### src/rtl/dec_pkg.sv
// ---------------------------------------------------------------------------
// dec_pkg
// Shared definitions for the LFSR frame decryptor: controller state
// encoding, frame geometry, the table of candidate feedback patterns and
// two small helpers that summarise the candidate mask at the end of training.
// Configuration macro used by the design: DEC_PARITY_CHECK_EN (see lfsr_decrypt).
// ---------------------------------------------------------------------------
package dec_pkg;

    typedef enum logic [2:0] {
        IDLE,
        TRAIN,
        DECODE,
        DRAIN,
        DONE
    } state_e;

    localparam int FRAME_LEN = 64;
    localparam int TRAIN_LEN = 10;
    localparam int NUM_PTRN  = 9;

    localparam logic [6:0] LFSR_PTRN [NUM_PTRN] = '{
        7'h60, 7'h48, 7'h78, 7'h72, 7'h6A, 7'h69, 7'h5C, 7'h7E, 7'h7B
    };

    // Index of the lowest surviving candidate; zero when nothing survived.
    function automatic logic [3:0] lowestSet(input logic [NUM_PTRN-1:0] m);
        logic [3:0] r;
        r = '0;
        for (int i = NUM_PTRN - 1; i >= 0; i--) begin
            if (m[i]) r = 4'(i);
        end
        return r;
    endfunction

    // True when at least two candidates survived (clearing the lowest set
    // bit still leaves something behind).
    function automatic logic multiSet(input logic [NUM_PTRN-1:0] m);
        return (m & (m - 1'b1)) != '0;
    endfunction

endpackage

### src/rtl/lfsr_next.sv
// ---------------------------------------------------------------------------
// lfsr_next
// Combinational one-step advance of a 7-bit Fibonacci-style LFSR: the state
// shifts left by one and the new LSB is the parity of the tapped bits.
// Ports:
//   state_i  current 7-bit state
//   ptrn_i   7-bit tap pattern
//   next_o   state after one step
// ---------------------------------------------------------------------------
module lfsr_next (
    input  logic [6:0] state_i,
    input  logic [6:0] ptrn_i,
    output logic [6:0] next_o
);

    assign next_o = {state_i[5:0], ^(state_i & ptrn_i)};

endmodule

### src/rtl/lfsr_decrypt.sv
// ---------------------------------------------------------------------------
// lfsr_decrypt
// Decrypts a 64-byte frame whose keystream comes from a 7-bit LFSR with an
// unknown tap pattern (one of nine) and unknown seed. The first ten bytes are
// encrypted spaces, so they expose the raw LFSR sequence: byte 0 is the seed
// and bytes 1..9 eliminate every pattern that does not predict them. The
// remaining bytes are decrypted with the surviving pattern. Leading spaces
// are dropped; everything from the first printable character on is emitted.
// Ports:
//   Clk, Reset            clock; synchronous active-low reset
//   Start                 launches a frame (from IDLE or DONE)
//   InData/InValid/InReady    encrypted byte stream (bit 7 = parity)
//   OutData/OutValid/OutReady plaintext byte stream
//   Done                  frame finished, held until the next Start
//   TapIdx, LfsrInit      detected pattern index and seed
//   NoMatch, Ambig        no candidate survived / several survived
//   ParErrCnt             saturating parity error count
// Optional feature: define DEC_PARITY_CHECK_EN to count parity errors;
// otherwise bit 7 is ignored and ParErrCnt reads zero.
// ---------------------------------------------------------------------------
module lfsr_decrypt
    import dec_pkg::*;
(
    input  logic       Clk,
    input  logic       Reset,
    input  logic       Start,
    input  logic [7:0] InData,
    input  logic       InValid,
    output logic       InReady,
    output logic [7:0] OutData,
    output logic       OutValid,
    input  logic       OutReady,
    output logic       Done,
    output logic [3:0] TapIdx,
    output logic [6:0] LfsrInit,
    output logic       NoMatch,
    output logic       Ambig,
    output logic [6:0] ParErrCnt
);

    state_e                state_q, state_d;
    logic [5:0]            cnt_q, cnt_d;
    logic [6:0]            cur_q, cur_d;
    logic [NUM_PTRN-1:0]   mask_q, mask_d;
    logic [3:0]            tapIdx_q, tapIdx_d;
    logic [6:0]            lfsrInit_q, lfsrInit_d;
    logic                  noMatch_q, noMatch_d;
    logic                  ambig_q, ambig_d;
    logic                  seen_q, seen_d;
    logic                  outValid_q, outValid_d;
    logic [7:0]            outData_q, outData_d;

    logic [6:0]            trainNext [NUM_PTRN];
    logic [6:0]            selNext;
    logic [7:0]            plain;
    logic                  inFire;
    logic                  startFrame;

    // One predictor per candidate pattern during training, plus one for the
    // pattern chosen at the end of training.
    for (genvar k = 0; k < NUM_PTRN; k++) begin : g_train
        lfsr_next u_next (
            .state_i (cur_q),
            .ptrn_i  (LFSR_PTRN[k]),
            .next_o  (trainNext[k])
        );
    end

    lfsr_next u_sel (
        .state_i (cur_q),
        .ptrn_i  (LFSR_PTRN[tapIdx_q]),
        .next_o  (selNext)
    );

    // Input is accepted in DECODE only when the output slot will be free
    // at the next edge, which keeps the one-deep output register lossless.
    assign InReady    = (state_q == TRAIN) ||
                        ((state_q == DECODE) && (!outValid_q || OutReady));
    assign inFire     = InReady && InValid;
    assign startFrame = Start && ((state_q == IDLE) || (state_q == DONE));
    assign plain      = {1'b0, InData[6:0] ^ selNext} + 8'h20;

    // Next-state and datapath update for the frame controller.
    always_comb begin
        state_d    = state_q;
        cnt_d      = cnt_q;
        cur_d      = cur_q;
        mask_d     = mask_q;
        tapIdx_d   = tapIdx_q;
        lfsrInit_d = lfsrInit_q;
        noMatch_d  = noMatch_q;
        ambig_d    = ambig_q;
        seen_d     = seen_q;
        outValid_d = outValid_q;
        outData_d  = outData_q;

        if (outValid_q && OutReady) outValid_d = 1'b0;

        case (state_q)
            IDLE, DONE: begin
                if (Start) begin
                    state_d    = TRAIN;
                    cnt_d      = '0;
                    cur_d      = '0;
                    mask_d     = '0;
                    tapIdx_d   = '0;
                    lfsrInit_d = '0;
                    noMatch_d  = 1'b0;
                    ambig_d    = 1'b0;
                    seen_d     = 1'b0;
                    outValid_d = 1'b0;
                    outData_d  = '0;
                end
            end
            TRAIN: begin
                if (inFire) begin
                    cnt_d = cnt_q + 6'd1;
                    cur_d = InData[6:0];
                    if (cnt_q == 6'd0) begin
                        lfsrInit_d = InData[6:0];
                        mask_d     = '1;
                    end else begin
                        for (int i = 0; i < NUM_PTRN; i++) begin
                            if (InData[6:0] != trainNext[i]) mask_d[i] = 1'b0;
                        end
                    end
                    // The verdict includes the elimination done by the last
                    // training byte, hence mask_d rather than mask_q.
                    if (cnt_q == 6'(TRAIN_LEN - 1)) begin
                        state_d   = DECODE;
                        tapIdx_d  = lowestSet(mask_d);
                        ambig_d   = multiSet(mask_d);
                        noMatch_d = (mask_d == '0);
                    end
                end
            end
            DECODE: begin
                if (inFire) begin
                    cnt_d = cnt_q + 6'd1;
                    cur_d = selNext;
                    if (!noMatch_q && ((plain != 8'h20) || seen_q)) begin
                        outValid_d = 1'b1;
                        outData_d  = plain;
                        seen_d     = 1'b1;
                    end
                    if (cnt_q == 6'(FRAME_LEN - 1)) state_d = DRAIN;
                end
            end
            DRAIN: begin
                if (!outValid_q) state_d = DONE;
            end
            default: state_d = IDLE;
        endcase
    end

    // Controller and datapath registers.
    always_ff @(posedge Clk) begin
        if (!Reset) begin
            state_q    <= IDLE;
            cnt_q      <= '0;
            cur_q      <= '0;
            mask_q     <= '0;
            tapIdx_q   <= '0;
            lfsrInit_q <= '0;
            noMatch_q  <= 1'b0;
            ambig_q    <= 1'b0;
            seen_q     <= 1'b0;
            outValid_q <= 1'b0;
            outData_q  <= '0;
        end else begin
            state_q    <= state_d;
            cnt_q      <= cnt_d;
            cur_q      <= cur_d;
            mask_q     <= mask_d;
            tapIdx_q   <= tapIdx_d;
            lfsrInit_q <= lfsrInit_d;
            noMatch_q  <= noMatch_d;
            ambig_q    <= ambig_d;
            seen_q     <= seen_d;
            outValid_q <= outValid_d;
            outData_q  <= outData_d;
        end
    end

`ifdef DEC_PARITY_CHECK_EN
    logic [6:0] parErr_q, parErr_d;

    // Even parity over the whole byte; the count saturates at 127.
    always_comb begin
        parErr_d = parErr_q;
        if (startFrame) begin
            parErr_d = '0;
        end else if (inFire && (InData[7] != ^InData[6:0]) && (parErr_q != 7'h7F)) begin
            parErr_d = parErr_q + 7'd1;
        end
    end

    // Parity error counter register.
    always_ff @(posedge Clk) begin
        if (!Reset) parErr_q <= '0;
        else        parErr_q <= parErr_d;
    end

    assign ParErrCnt = parErr_q;
`else
    logic unusedParityBit;
    logic unusedStartFrame;

    assign unusedParityBit  = InData[7];
    assign unusedStartFrame = startFrame;
    assign ParErrCnt        = '0;
`endif

    assign OutData  = outData_q;
    assign OutValid = outValid_q;
    assign Done     = (state_q == DONE);
    assign TapIdx   = tapIdx_q;
    assign LfsrInit = lfsrInit_q;
    assign NoMatch  = noMatch_q;
    assign Ambig    = ambig_q;

endmodule

### config.mk
export PLATFORM = sky130hd
export DESIGN_NAME = lfsr_decrypt
export DESIGN_NICKNAME = d
export VERILOG_FILES = /design/src/rtl/dec_pkg.sv /design/src/rtl/lfsr_next.sv /design/src/rtl/lfsr_decrypt.sv
export SDC_FILE = /design/constraint.sdc
export NUM_CORES = 1
export LEC_CHECK = 0
export BUFFER_PORTS_ARGS = -buffer_cell sky130_fd_sc_hd__buf_2
export CAP_MARGIN = 20
export CORE_MARGIN = 2
export CORE_UTILIZATION = 25
export CTS_CLUSTER_DIAMETER = 40
export DETAILED_ROUTE_END_ITERATION = 7
export GPL_TIMING_DRIVEN = 0
export PLACE_DENSITY = 0.43
export SLEW_MARGIN = 20
export SYNTH_ARGS = -nofsm -noshare
export SYNTH_HDL_FRONTEND = slang
export SYNTH_HIERARCHICAL = 1
export SYNTH_SLANG_ARGS = --single-unit
### constraint.sdc
create_clock -name Clk -period 3.6 [get_ports Clk]
set_input_delay 0 -clock Clk [delete_from_list [all_inputs] [get_ports Clk]]
set_output_delay 0 -clock Clk [all_outputs]
set_load 0.02 [all_outputs]
### After elaboration in Yosys (flattened, before gate mapping)

Memories as Yosys holds them, arrays and structs flattened.
Cells that the tools add are included.

* bits of input ports: 13
* flip-flop bits (word level): 48
* memory bits (read-only): 112
* word-level logic and storage cells: 147
* memories kept: 1
* output and inout port bits: 31

* order comparisons: 1
* bitwise logic cells: 4
* multiplexer cells: 66
* equal/unequal tests: 25
* add/sub/neg operators: 3
* reduce and logical (&&, ||, !) cells: 36

Memories
* (name not given): depth 16, bits a word 7, rd ports 1, clocked after Yosys merged registers in 0, write ports 0, line lfsr_decrypt.sv:71 `.ptrn_i (LFSR_PTRN[tapIdx_q]),`

Operators with widths (number)
* $reduce_xor 7->1: 10
* $ne 7x7->1: 9
* $mux 7: 7
* $mux 4: 12
* $mux 9: 5
* $mux 8: 3
* $pmux 7 s3: 1
* $mux 1: 20
* $mux 3: 6
* $pmux 9 s2: 1
* $pmux 8 s2: 1
* $reduce_and 4->1: 4
* $pmux 7 s2: 1
* $mux 6: 2
* $pmux 3 s4: 1
* $pmux 6 s2: 1
* $ne 2x1->1 const B: 5
* $and 9x9->9: 1
* $logic_not 9->1: 1
* $reduce_bool 9->1: 1
* $sub 9x1->9 const B: 1
* $add 7x6->8 const B: 1
* $ne 2x2->1 const B: 4
* $ne 8x6->1 const B: 1
* 22 further kinds: 36

### Longest topological paths before layout

Gate-level depths: netlist (run 1).

* depth after elaboration: 19
* depth in mapped cells: 15

### Modules after synthesis

The synthesis (run 1) kept the hierarchy.

By module, submodules not included
* lfsr_decrypt: times used 1, area each 3248.1 um^2, cells each 396
* lfsr_next: times used 10, area each 133.9 um^2, cells each 17

### Worst setup path before layout (run 1)

OpenSTA, ideal clock, no wires.

* kind: reg2reg
* start point: register tapIdx_q[0] (netlist: TapIdx[0])
* end point: register seen_q
* buffers on the path: 1
* setup slack: 347 ps
* data required time: 3472 ps
* data arrival time: 3125 ps
* cell stages (with the launch flop): 15
* path through: dfxtp_1 -> inv_1 -> ha_1 -> a211o_1 -> nand2_1 -> xnor3_1 -> xnor3_1 -> xor2_1 -> nor2_1 -> a311oi_1 -> o21ai_1 -> a211o_1 -> clkbuf_1 -> a21oi_1 -> nor2_1

* longest elaborated chain between the ends: 13

Ends and longest elaborated chain
* from (decl): line lfsr_decrypt.sv:45 `logic [3:0] tapIdx_q, tapIdx_d;`
* from (signal assigned): line lfsr_decrypt.sv:175 `tapIdx_q <= tapIdx_d;`
* $not 4->5 (implied by the code): line lfsr_decrypt.sv:71
* $mem_v2 16x7
* $mux 7 (implied by the code) (2 in a row): line lfsr_decrypt.sv:71
* $and 7x7->7: line lfsr_next.sv:16 `assign next_o = {state_i[5:0], ^(state_i & ptrn_i)};`
* $reduce_xor 7->1: line lfsr_next.sv:16
* via selNext[0]: line lfsr_decrypt.sv:54 `logic [6:0] selNext;`
* $xor 7x7->7: line lfsr_decrypt.sv:81 `assign plain = {1'b0, InData[6:0] ^ selNext} + 8'h20;`
* $add 7x6->8: line lfsr_decrypt.sv:81
* $ne 8x6->1: line lfsr_decrypt.sv:141 `if (!noMatch_q && ((plain != 8'h20) || seen_q)) begin`
* $logic_or 1x1->1: line lfsr_decrypt.sv:141
* $logic_and 1x1->1: line lfsr_decrypt.sv:141
* $ne 2x1->1 (no line)
* $reduce_and 4->1 (no line)
* to (signal assigned): line lfsr_decrypt.sv:179 `seen_q <= seen_d;`
* to (decl): line lfsr_decrypt.sv:49 `logic seen_q, seen_d;`

The timed path passes the listed nets, and every way through them passes these cells. The select of a mux whose other input is x is not followed.
A chain may end at the register's enable or synchronous reset.

### Worst setup path in the final report (run 1)

* start point: register tapIdx_q[0] (netlist: TapIdx[0])
* end point: register outData_q[7] (netlist: OutData[7])

* longest elaborated chain between the ends: 13
* elaborated cells on any way between the ends: 16
* classes of those cells: add/sub (1); eq/ne (2); mux (5); bitwise (3); reduce/logical (4); memory (1)

Ends and longest elaborated chain
* $not 4->5 (implied by the code) (*): line lfsr_decrypt.sv:71
* $mem_v2 16x7 (*)
* $mux 7 (implied by the code) (*) (2 in a row): line lfsr_decrypt.sv:71
* $and 7x7->7 (*): line lfsr_next.sv:16
* $reduce_xor 7->1 (*): line lfsr_next.sv:16
* via selNext[0]: line lfsr_decrypt.sv:54
* $xor 7x7->7 (*): line lfsr_decrypt.sv:81
* $add 7x6->8 (*): line lfsr_decrypt.sv:81
* $ne 8x6->1: line lfsr_decrypt.sv:141
* $logic_or 1x1->1: line lfsr_decrypt.sv:141
* $logic_and 1x1->1: line lfsr_decrypt.sv:141
* $ne 2x1->1 (no line)
* $reduce_and 4->1 (no line)
* to (signal assigned): line lfsr_decrypt.sv:181 `outData_q <= outData_d;`
* to (decl): line lfsr_decrypt.sv:51 `logic [7:0] outData_q, outData_d;`

The timed path passes the listed nets; every way through them passes the cells marked *. The select of a mux whose other input is x is not followed.

==> metrics.md, run 1 <==
| Metric | Value |
|---|---|
| Tcrit/Tclk final | 94.60% |
| Grt ovf | 0 |
| # diodes | 0 |
| Area of the multi-input gates | 3231 um^2 |
| CTS tree | yes |
| Cell Area, Synth | 4587 um^2 |
| CP Cell Sequence | inv_1 -> ha_1 -> a211o_1 -> nand2_1 -> xnor3_1 -> xnor3_2 -> xor2_2 -> nor2_1 -> a311oi_1 -> o21ai_1 -> a211o_1 -> a22oi_1 -> nor2_1 |
| CP endpoint kind | flop |
| Wire length per cell | ~14 um |
| Hold crit path type | primary input to flop |
| Register area | 973.4 um^2 |
| Die Y | around 140 um |
| Core ar. | 17960 um^2 |
| Largest net degree at the start of global routing | 22 |
| Crit-path slowest cell | xnor3_2 |
| Post-synthesis instance total | 566 |
| Final hold vios | 0 |
| Layout cells sized above 1 | between 20 and 25% |
| Most common cell after layout, fill and taps aside | nand2_1 |
| Met2 Track Usage GR | 23.35% |
| Synth warnings | 6 |
| Max-cap violations | 0 |
| Yosys cell types | 55 |
| Gp weighted congestion | ~0.81 |
| PwrDens | 310.4 nW/um^2 |
| Met3 usage | 1.549% |
| 1st-iter DRT viols | 206 |
| Max Slew Vio Count | 0 |
| FF+latch count, synth | 48 |
| First-pass GRT wire length | 20.71 mm |
| Root buffer cell | clkbuf_16 |
| Status | completed |
| Unrepaired setup endpoints after global routing | false |
| Placement Rows | 49 |
| Avg Inst Size Synth | 8.104 um^2 |
| Starting Density | 25.53% |
| Worst slew margin | 48.95% |
| DRT Pass-1 Iters | 4 |
| Number of buffers on the longest clock path | 2 |
| WL final | 12.83 mm |
| Dpl hpwl | slightly above 9 mm |
| Post-layout min period | about 3.4 ns |
| Pre-CTS setup slack | -0.2808 ns |
| Cell family with most CP delay | compound AO/OA/AOI/OAI gates |
| GR Util met1 | 17.33% |
| Peak Freq | a little under 300 MHz |
| Leakage | between 0.002 and 0.0025 uW |
| Clock Skew | 0.006483 ns |
| Worst Path Max Fanout | 9 |
| Hold_ws | 0.06214 ns |
| Final setup viols | 0 |
| Worst vdd ir | between 150 and 200 uV |
| Top Ports | 44 |
| Post-synthesis async set-or-reset flop share | 0% |
| EDFF count, synth | 0 |
| Final setup margin | 0.1946 ns |
| Kind of critical path | flop to flop |
| Clk_lat worst skew | 0.29 ns |
| Die area | 19450 um^2 |
| Sequential share of the synthesized area | a little over a fifth |
| CP bufs+invs | 1 |
| CP startpoint kind | flop |
| Port Buffers | 34 |
| Least-Margin Pin Slew | approximately 0.77 ns |
| Worst Path Required | 3.76 ns |
| Post-DP Area | 5303 um^2 |
| H-Tree Depth | 2 |
| Area grow syn2layout | 19.50% |
| Initial antenna violation count | 0 |
| Die X | 139.5 um |
| DRC | 0 |
| Final #Nets | 698 |
| Worst EP arrival | 3.57 ns |
| Clock Pin Slew Worst Setup and Hold Paths | 0.06 ns |
| TritonCTS Buffers | 5 |
| GRT Max-Usage Layer | met2 |
| Routed Antenna Nets | 0 |
| TritonCTS Sinks | 48 |
| Mean number of vias per cell | 4.361 |
| Fillers | 1940 |
| Number of global-route vias before repair | 3963 |
| Total GRT Usage | 13.31% |
| Primary FF master, synth | dfxtp_1 |
| Slowest stage delay, CP | between 0.4 and 0.5 ns |
| Via count | 3955 |
| Most frequent cells in the layout | nand2_1 (99), buf_4 (73), conb_1 (71) |
| Design area | 5482 um^2 |
-- synthesized netlist by cell type, drive strengths merged (2+ instances only) --
master  count  area, um^2
a211o       4       35.03
a211oi      8       60.06
a21o        3       22.52
a21oi      21       105.1
a22oi      16       120.1
a311oi      4       35.03
and2        4       25.02
and4        2       20.02
buf        77       580.6
clkbuf     12       45.04
conb        2       7.510
dfxtp      48       960.9
ha          8       100.1
inv         9       33.78
maj3        2       20.02
nand2      99       371.6
nand2b      3       18.77
nand3      14       70.07
nand4      17       106.4
nor2       40       150.1
nor3        8       40.04
nor3b       3       32.53
nor4        2       12.51
o211ai      2       15.01
o21a        2       15.01
o21ai      11       55.05
o22ai       3       18.77
o31ai       3       22.52
or2         5       31.28
or3         3       18.77
xnor2      63       551.8
xnor3      20       450.4
xor2       32       280.3
-- final timing paths --
kind	startpoint	end	slack (ns)	cells past startpoint
min	Start	state_q[2]	0.06	3
max	TapIdx[0]	OutData[7]	0.19	13
max reg2reg	TapIdx[0]	OutData[7]	0.19	13
min reg2reg	LfsrInit[0]	LfsrInit[0]	0.46	2
-- cell families (layout without fill, tap and decap cells) --
logic type | Yosys count | after routing | synth area share, %
buffers and inverters | 99 | 142 | 14.46
multiplexers | 1 | 1 | 0.2182
XOR/XNOR | 115 | 115 | 27.96
AO/OA/AOI/OAI | 84 | 84 | 12.44
AND/OR/NAND/NOR | 207 | 207 | 21.19
adder cells (fa/ha/maj) | 10 | 10 | 2.619
other | 2 | 71 | 0.1637
flip-flops | 48 | 48 | 20.95
-- layer usage --
| layer | wire, um | share of wire (%) |
|---|---|---|
| met1 | 5901 | 46 |
| met2 | 6230 | 49 |
| met3 | 427 | 3.3 |
| met4 | 274 | 2.1 |
| met5 | 0 | 0 |
-- where the power goes --
| group | switching, uW | leakage (uW) | internal [uW] | total (uW) |
|---|---|---|---|---|
| logic | 281 | 0.00194 | 328 | 609 |
| registers | 64.2 | 0.000392 | 551 | 615 |
| clock network | 199 | 0.0000712 | 278 | 477 |
-- repair_timing --
action,4_1_cts,5_1_grt
setup buffers,2,0
pin swaps,1,0
endpoints found under the hold margin,0,0
setup endpoints to repair,13,12
gates resized for setup,3,7
hold buffers,0,0
-- worst min-delay path: stages --
cell and delay, ns:
buf_2 0.10, o32ai_1 0.06, and2_1 0.14
-- registers in the layout, indices dropped and copies added, names as in the netlist --
name,flops
LfsrInit,7
TapIdx,4
NoMatch,1
cnt_q,6
seen_q,1
cur_q,7
state_q,3
mask_q,9
Ambig,1
OutData,8
OutValid,1
-- layout make-up --
type,count,area share (%)
plain buffers,88,11.34
clock buffers,8,2.671
inverters,10,0.6848
multi-input cells,488,58.94
flip-flops and latches,48,17.76
well taps,229,5.227
repair buffers,36,3.378
-- through the flow --
stage	utilization [%]	instances	setup TNS, ns	total power, uW
finish	30.51	907	0	1702
global route	30.51	907	0	1807
CTS	30.44	908	0	1720
detailed placement	29.52	898	-2.177	1241
global placement	29.52	898	-1.628	1233
floorplan	-	635	0	1105
No activity file was read; power rests on OpenSTA's default activity.
==> run 2: changes to the inputs <==
CTS_CLUSTER_DIAMETER = unset   (was 40)
RECOVER_POWER = 25   (was unset)
==> run 2 against run 1 <==
Core utilization down 0.12 points. First-iteration DRC count decreased by 0.97%. Sequential share of layout area rose by 0.069 points. Worst hold slack is essentially flat. Sequential power hardly changed. Largest power group unchanged. Critical path depth stayed put. Global-route usage stayed put. Routed wire length barely moved. Total power barely moved. Highest routed layer unchanged. Design area down 0.39%.
==> metrics.md, run 2 (synthesized netlist as in run 1, its figures left out) <==
| Metric | Value |
|---|---|
| Clock Pin Slew Worst Setup and Hold Paths | 0.06 ns |
| Worst EP arrival | 3.57 ns |
| Largest net degree at the start of global routing | 22 |
| Cell family with most CP delay | compound AO/OA/AOI/OAI gates |
| Max reg flops | 9 |
| Die Y | ~140 um |
| Hold crit path type | primary input to flop |
| Gp weighted congestion | roughly 0.81 |
| Crit-path slowest cell | xnor3_2 |
| Clock Skew | between 0.006 and 0.007 ns |
| CP bufs+invs | 1 |
| Initial antenna violation count | 0 |
| Starting Density | about a quarter |
| PwrDens | 311.4 nW/um^2 |
| Fillers | 1944 |
| Most common cell after layout, fill and taps aside | nand2_1 |
| Die area | 19450 um^2 |
| Clk_lat worst skew | 0.29 ns |
| Leakage | 0.002329 uW |
| Die X | ~140 um |
| Largest Register | mask_q |
| Layout cells sized above 1 | 17.70% |
| Most frequent cells in the layout | nand2_1 (99), buf_4 (73), conb_1 (71) |
| Max Slew Vio Count | 0 |
| Top Ports | 44 |
| CTS tree | yes |
| DRC | 0 |
| CP startpoint kind | flop |
| # diodes | 0 |
| Final Core Density | between 30% and 40% |
| Status | completed |
| DRT Pass-1 Iters | 5 |
| Placement Rows | 49 |
| Total power | 1701 uW |
| Max-cap violations | 0 |
| Port Buffers | 34 |
| Mean number of vias per cell | around 4.4 |
| Final setup viols | 0 |
| 1st-iter DRT viols | 204 |
| WL final | roughly 13 mm |
| Dpl hpwl | 9.076 mm |
| Core ar. | 17960 um^2 |
| First-pass GRT wire length | 20.71 mm |
| Grt ovf | 0 |
| Final #Nets | 698 |
| CP Cell Sequence | inv_1 -> ha_1 -> a211o_1 -> nand2_1 -> xnor3_1 -> xnor3_2 -> xor2_2 -> nor2_1 -> a311oi_1 -> o21ai_1 -> a211o_1 -> a22oi_1 -> nor2_1 |
| Kind of critical path | flop to flop |
| Final hold vios | 0 |
| TritonCTS Buffers | 5 |
| Worst Path Max Fanout | 9 |
| TNS Setup | 0 ns |
| Tcrit/Tclk final | 94.70% |
| Total GRT Usage | 13.31% |
| Unrepaired setup endpoints after global routing | false |
| TritonCTS Sinks | 48 |
| Routed Antenna Nets | 0 |
| Number of buffers on the longest clock path | 2 |
| H-Tree Depth | 2 |
| Least-Margin Pin Slew | 0.7642 ns |
| Worst Path Required | about 3.8 ns |
| CP endpoint kind | flop |
| Root buffer cell | clkbuf_16 |
| Worst slew margin | 49.05% |
| Worst vdd ir | 177.2 uV |
| Via count | 3956 |
| Peak Freq | between 200 and 300 MHz |
| Wire length per cell | roughly 14 um |
| Slowest stage delay, CP | 0.45 ns |
| Number of global-route vias before repair | 3963 |
| Post-layout min period | 3.409 ns |
| Area grow syn2layout | 19.04% |
==> run 2: cell types whose count changed in the layout (fill, tap and decap cells not counted), sizes merged <==
| cell | delta |
|---|---|
| clkbuf | +17 |
| buf | -17 |
==> run 2: worst min-delay path, stage by stage <==
cell     delay [ns]
buf_2          0.10
o32ai_1        0.06
and2_1         0.14
==> run 2: what timing repair did <==
item                       4_1_cts  5_1_grt
setup endpoints to repair       13       12
gates cloned                     0        0
buffers inserted                 2        0
resized for setup                3        7
hold buffers                     0        0
pin swaps                        1        0
==> run 2: power breakdown <==
group | switching, uW | internal [uW] | total, uW
sequential | 64.4 | 551 | 616
combinational | 282 | 328 | 609
clock | 198 | 278 | 476
==> run 2: routing by layer <==
metal  up-vias  share of wire (%)  track usage [%]
met5         -                  0                0
met4         0                2.1            3.509
met3        20                3.5            1.549
met2        75                 49            23.35
met1      1857                 46            17.33
li1       2004                  -                -
==> run 2: path summary, 6_finish.rpt <==
check	startpoint	end	slack, ns	cells past startpoint
max	TapIdx[0]	OutData[7]	0.19	13
min	Start	state_q[2]	0.06	3
max reg2reg	TapIdx[0]	OutData[7]	0.19	13
min reg2reg	LfsrInit[0]	LfsrInit[0]	0.47	2
==> run 2: layout make-up <==
| class | count | area (um^2) | share of cell area [%] |
|---|---|---|---|
| buffer | 88 | 621.8 | 11.39 |
| clock buffer | 8 | 146.4 | 2.681 |
| inverter | 10 | 37.54 | 0.6874 |
| multi-input combinational | 488 | 3231 | 59.17 |
| sequential | 48 | 973.4 | 17.83 |
| tap | 229 | 286.5 | 5.247 |
| timing repair buffer | 36 | 163.9 | 3.002 |
==> run 2: through the flow <==
| stage | instances | cell area (um^2) | hold WS, ns | setup WS (ns) |
|---|---|---|---|---|
| 2_1_floorplan | 635 | 4846 | 0.1736 | 0.3472 |
| 6_report | 907 | 5460 | 0.06207 | 0.1909 |
| 3_5_place_dp | 898 | 5303 | 0.3545 | -0.2808 |
| 4_1_cts | 908 | 5468 | 0.05444 | 0.002097 |
| 5_1_grt | 907 | 5460 | 0.06842 | 0.004891 |
| 3_3_place_gp | 898 | 5303 | 0.3368 | -0.2380 |
==> run 3: changes to the inputs <==
BUFFER_PORTS_ARGS = unset   (was -buffer_cell sky130_fd_sc_hd__buf_2)
DONT_BUFFER_PORTS = 1   (was unset)
PLACE_DENSITY = 0.41   (was 0.43)
==> run 3 against run 2 <==
Cell count decreased by 3.5%. Worst hold slack got worse by 0.034 ns. Core utilization decreased by 0.52 points. Clock-buffer cell count decreased by 3. Largest power group unchanged. Critical path type unchanged. Clock power increased by 15%.
==> metrics.md, run 3 (synthesized netlist as in run 1, its figures left out) <==
| Metric | Value |
|---|---|
| Met2 WL | 6.084 mm |
| Largest net degree at the start of global routing | 22 |
| R2R Path Start | TapIdx[0] |
| Via count | 3786 |
| Worst Hold Endpoint | LfsrInit[5] |
| Worst Path Required | ~3.8 ns |
| Hold_ws | 0.02845 ns |
| Dpl hpwl | 9.329 mm |
| Layout cells sized above 1 | 16.87% |
| Core ar. | 17960 um^2 |
| Port Buffers | 0 |
| Crit-path slowest cell | xnor3_2 |
| Final setup viols | 0 |
| Peak Freq | ~300 MHz |
| Total GRT Usage | 13.84% |
| Gp weighted congestion | 0.8366 |
| Kind of critical path | flop to flop |
| Met3 routed WL | around 600 um |
| Status | completed |
| First-pass GRT wire length | about 21 mm |
| Grt ovf | 0 |
| Worst slew margin | about half |
| CP endpoint kind | flop |
| Worst Path Max Fanout | 9 |
| Routed Antenna Nets | 0 |
| Die Y | 139.5 um |
| Max reg flops | 9 |
| Unrepaired setup endpoints after global routing | false |
| Number of buffers on the longest clock path | 2 |
| FF-to-FF path depth | 13 |
| Die X | 139.5 um |
| Post-Layout Cell Count | 875 |
| Hold path depth | 3 |
| Clk_lat worst skew | 0.29 ns |
| 1st-iter DRT viols | 176 |
| Mean number of vias per cell | 4.327 |
| Root buffer cell | clkbuf_16 |
| Placed Cells | 864 |
| Slowest stage delay, CP | roughly 0.46 ns |
| Hold crit path type | primary input to flop |
| Leakage | 0.002254 uW |
| Area grow syn2layout | 16.99% |
| Most common cell after layout, fill and taps aside | nand2_1 |
| DRC | 0 |
| Top Layer Used | met4 |
| Cell family with most CP delay | compound AO/OA/AOI/OAI gates |
| Number of global-route vias before repair | 3809 |
| DRT Pass-1 Iters | 5 |
| TritonCTS Sinks | 48 |
| CTS tree | yes |
| Crit. path cell count | 13 |
| CP startpoint kind | flop |
| Worst EP arrival | roughly 3.5 ns |
| WL final | 13.07 mm |
| TritonCTS Buffers | 5 |
| Starting Density | 25.53% |
| Tcrit/Tclk final | 92.70% |
| H-Tree Depth | 2 |
| Top cell by count, worst path | nor2_1 |
| CP Cell Sequence | inv_1 -> ha_1 -> a211o_1 -> nand2_1 -> xnor3_1 -> xnor3_2 -> xor2_2 -> nor2_1 -> a311oi_1 -> o21ai_1 -> a211o_2 -> a22oi_1 -> nor2_1 |
| Post-layout min period | 3.337 ns |
| Largest Register | mask_q |
| PwrDens | 328.5 nW/um^2 |
| Hold Path Origin | InData[5] |
| CP bufs+invs | 1 |
| Top Ports | between 40 and 50 |
| R2R Path End | OutData[3] |
| Most frequent cells in the layout | nand2_1 (99), buf_4 (73), conb_1 (71) |
| Final #Nets | 666 |
| Routed metal-1 wire length | around 6.2 mm |
| Clock Skew | 0.005170 ns |
| Die area | ~19000 um^2 |
| Clock Pin Slew Worst Setup and Hold Paths | 0.07 ns |
| # diodes | 0 |
| Final hold vios | 0 |
| Least-Margin Pin Slew | ~0.78 ns |
| Max-cap violations | 0 |
| Initial antenna violation count | 0 |
| Wire length per cell | 14.94 um |
| R2R Setup Slk | 0.26 ns |
| Placement Rows | 49 |
| Worst vdd ir | 170.4 uV |
| Max Slew Vio Count | 0 |
[run 3: cell count changes in the layout (fill, tap and decap cells not counted), moves of 2 or more]
cell and delta:
clkbuf_1 -20, buf_2 -17, dfxtp_1 -2, dfxtp_4 +2, dlygate4sd3_1 +2
[run 3: stage by stage]
step	util (%)	TNS (ns)	worst slack (ns)	power, uW	instance area [um^2]
after floorplan	-	0	0.3472	1105	4846
after global placement	28.57	-1.963	-0.2571	1223	5132
after detailed placement	28.57	-2.408	-0.3151	1232	5132
after CTS	29.76	0	0.007078	1788	5346
after global routing	29.87	0	0.02895	1873	5366
final	29.87	0	0.2626	1763	5366
[run 3: worst max-delay path by stage]
| stage | start | to |
|---|---|---|
| finish | TapIdx[0] | OutData[3] |
| global route | TapIdx[2] | OutData[2] |
| CTS | TapIdx[0] | OutData[3] |
| detailed placement | cur_q[1] | Ambig |
| global placement | cur_q[1] | Ambig |
| floorplan | TapIdx[0] | seen_q |
[run 3: final cells by class]
cell class              count  area (um^2)
fillers                  1974        12600
repair buffers              4        35.03
inverters                  10        37.54
flip-flops and latches     48        980.9
well taps                 229        286.5
clock inverters             3        46.29
plain buffers              88        623.1
multi-input cells         488         3232
clock buffers               5        125.1
[run 3: tightest hold or removal path, delay by kind of cell]
family                 cells  cell delay [ns]
buffers and inverters      1             0.14
AND/OR/NAND/NOR            1             0.08
AO/OA/AOI/OAI              1             0.06
[run 3: layer usage]
layer | GRT usage (%) | vias to the layer above
li1 | - | 1948
met1 | 19.17 | 1742
met2 | 22.63 | 78
met3 | 2.478 | 18
met4 | 2.871 | 0
met5 | 0 | -
[run 3: repair_timing]
action                     in CTS  in global routing
pin swaps                       1                  0
gates cloned                    0                  0
resized for setup               6                 11
hold endpoints to repair        2                  0
setup buffers                   2                  0
setup endpoints to repair      13                 11
hold buffers                    2                  0
[run 3: report_power, final]
| part | internal (uW) | switching (uW) | total (uW) | leakage (uW) |
|---|---|---|---|---|
| clock | 330 | 219 | 549 | 0.0000804 |
| sequential | 549 | 70.1 | 620 | 0.000394 |
| combinational | 324 | 270 | 594 | 0.00178 |
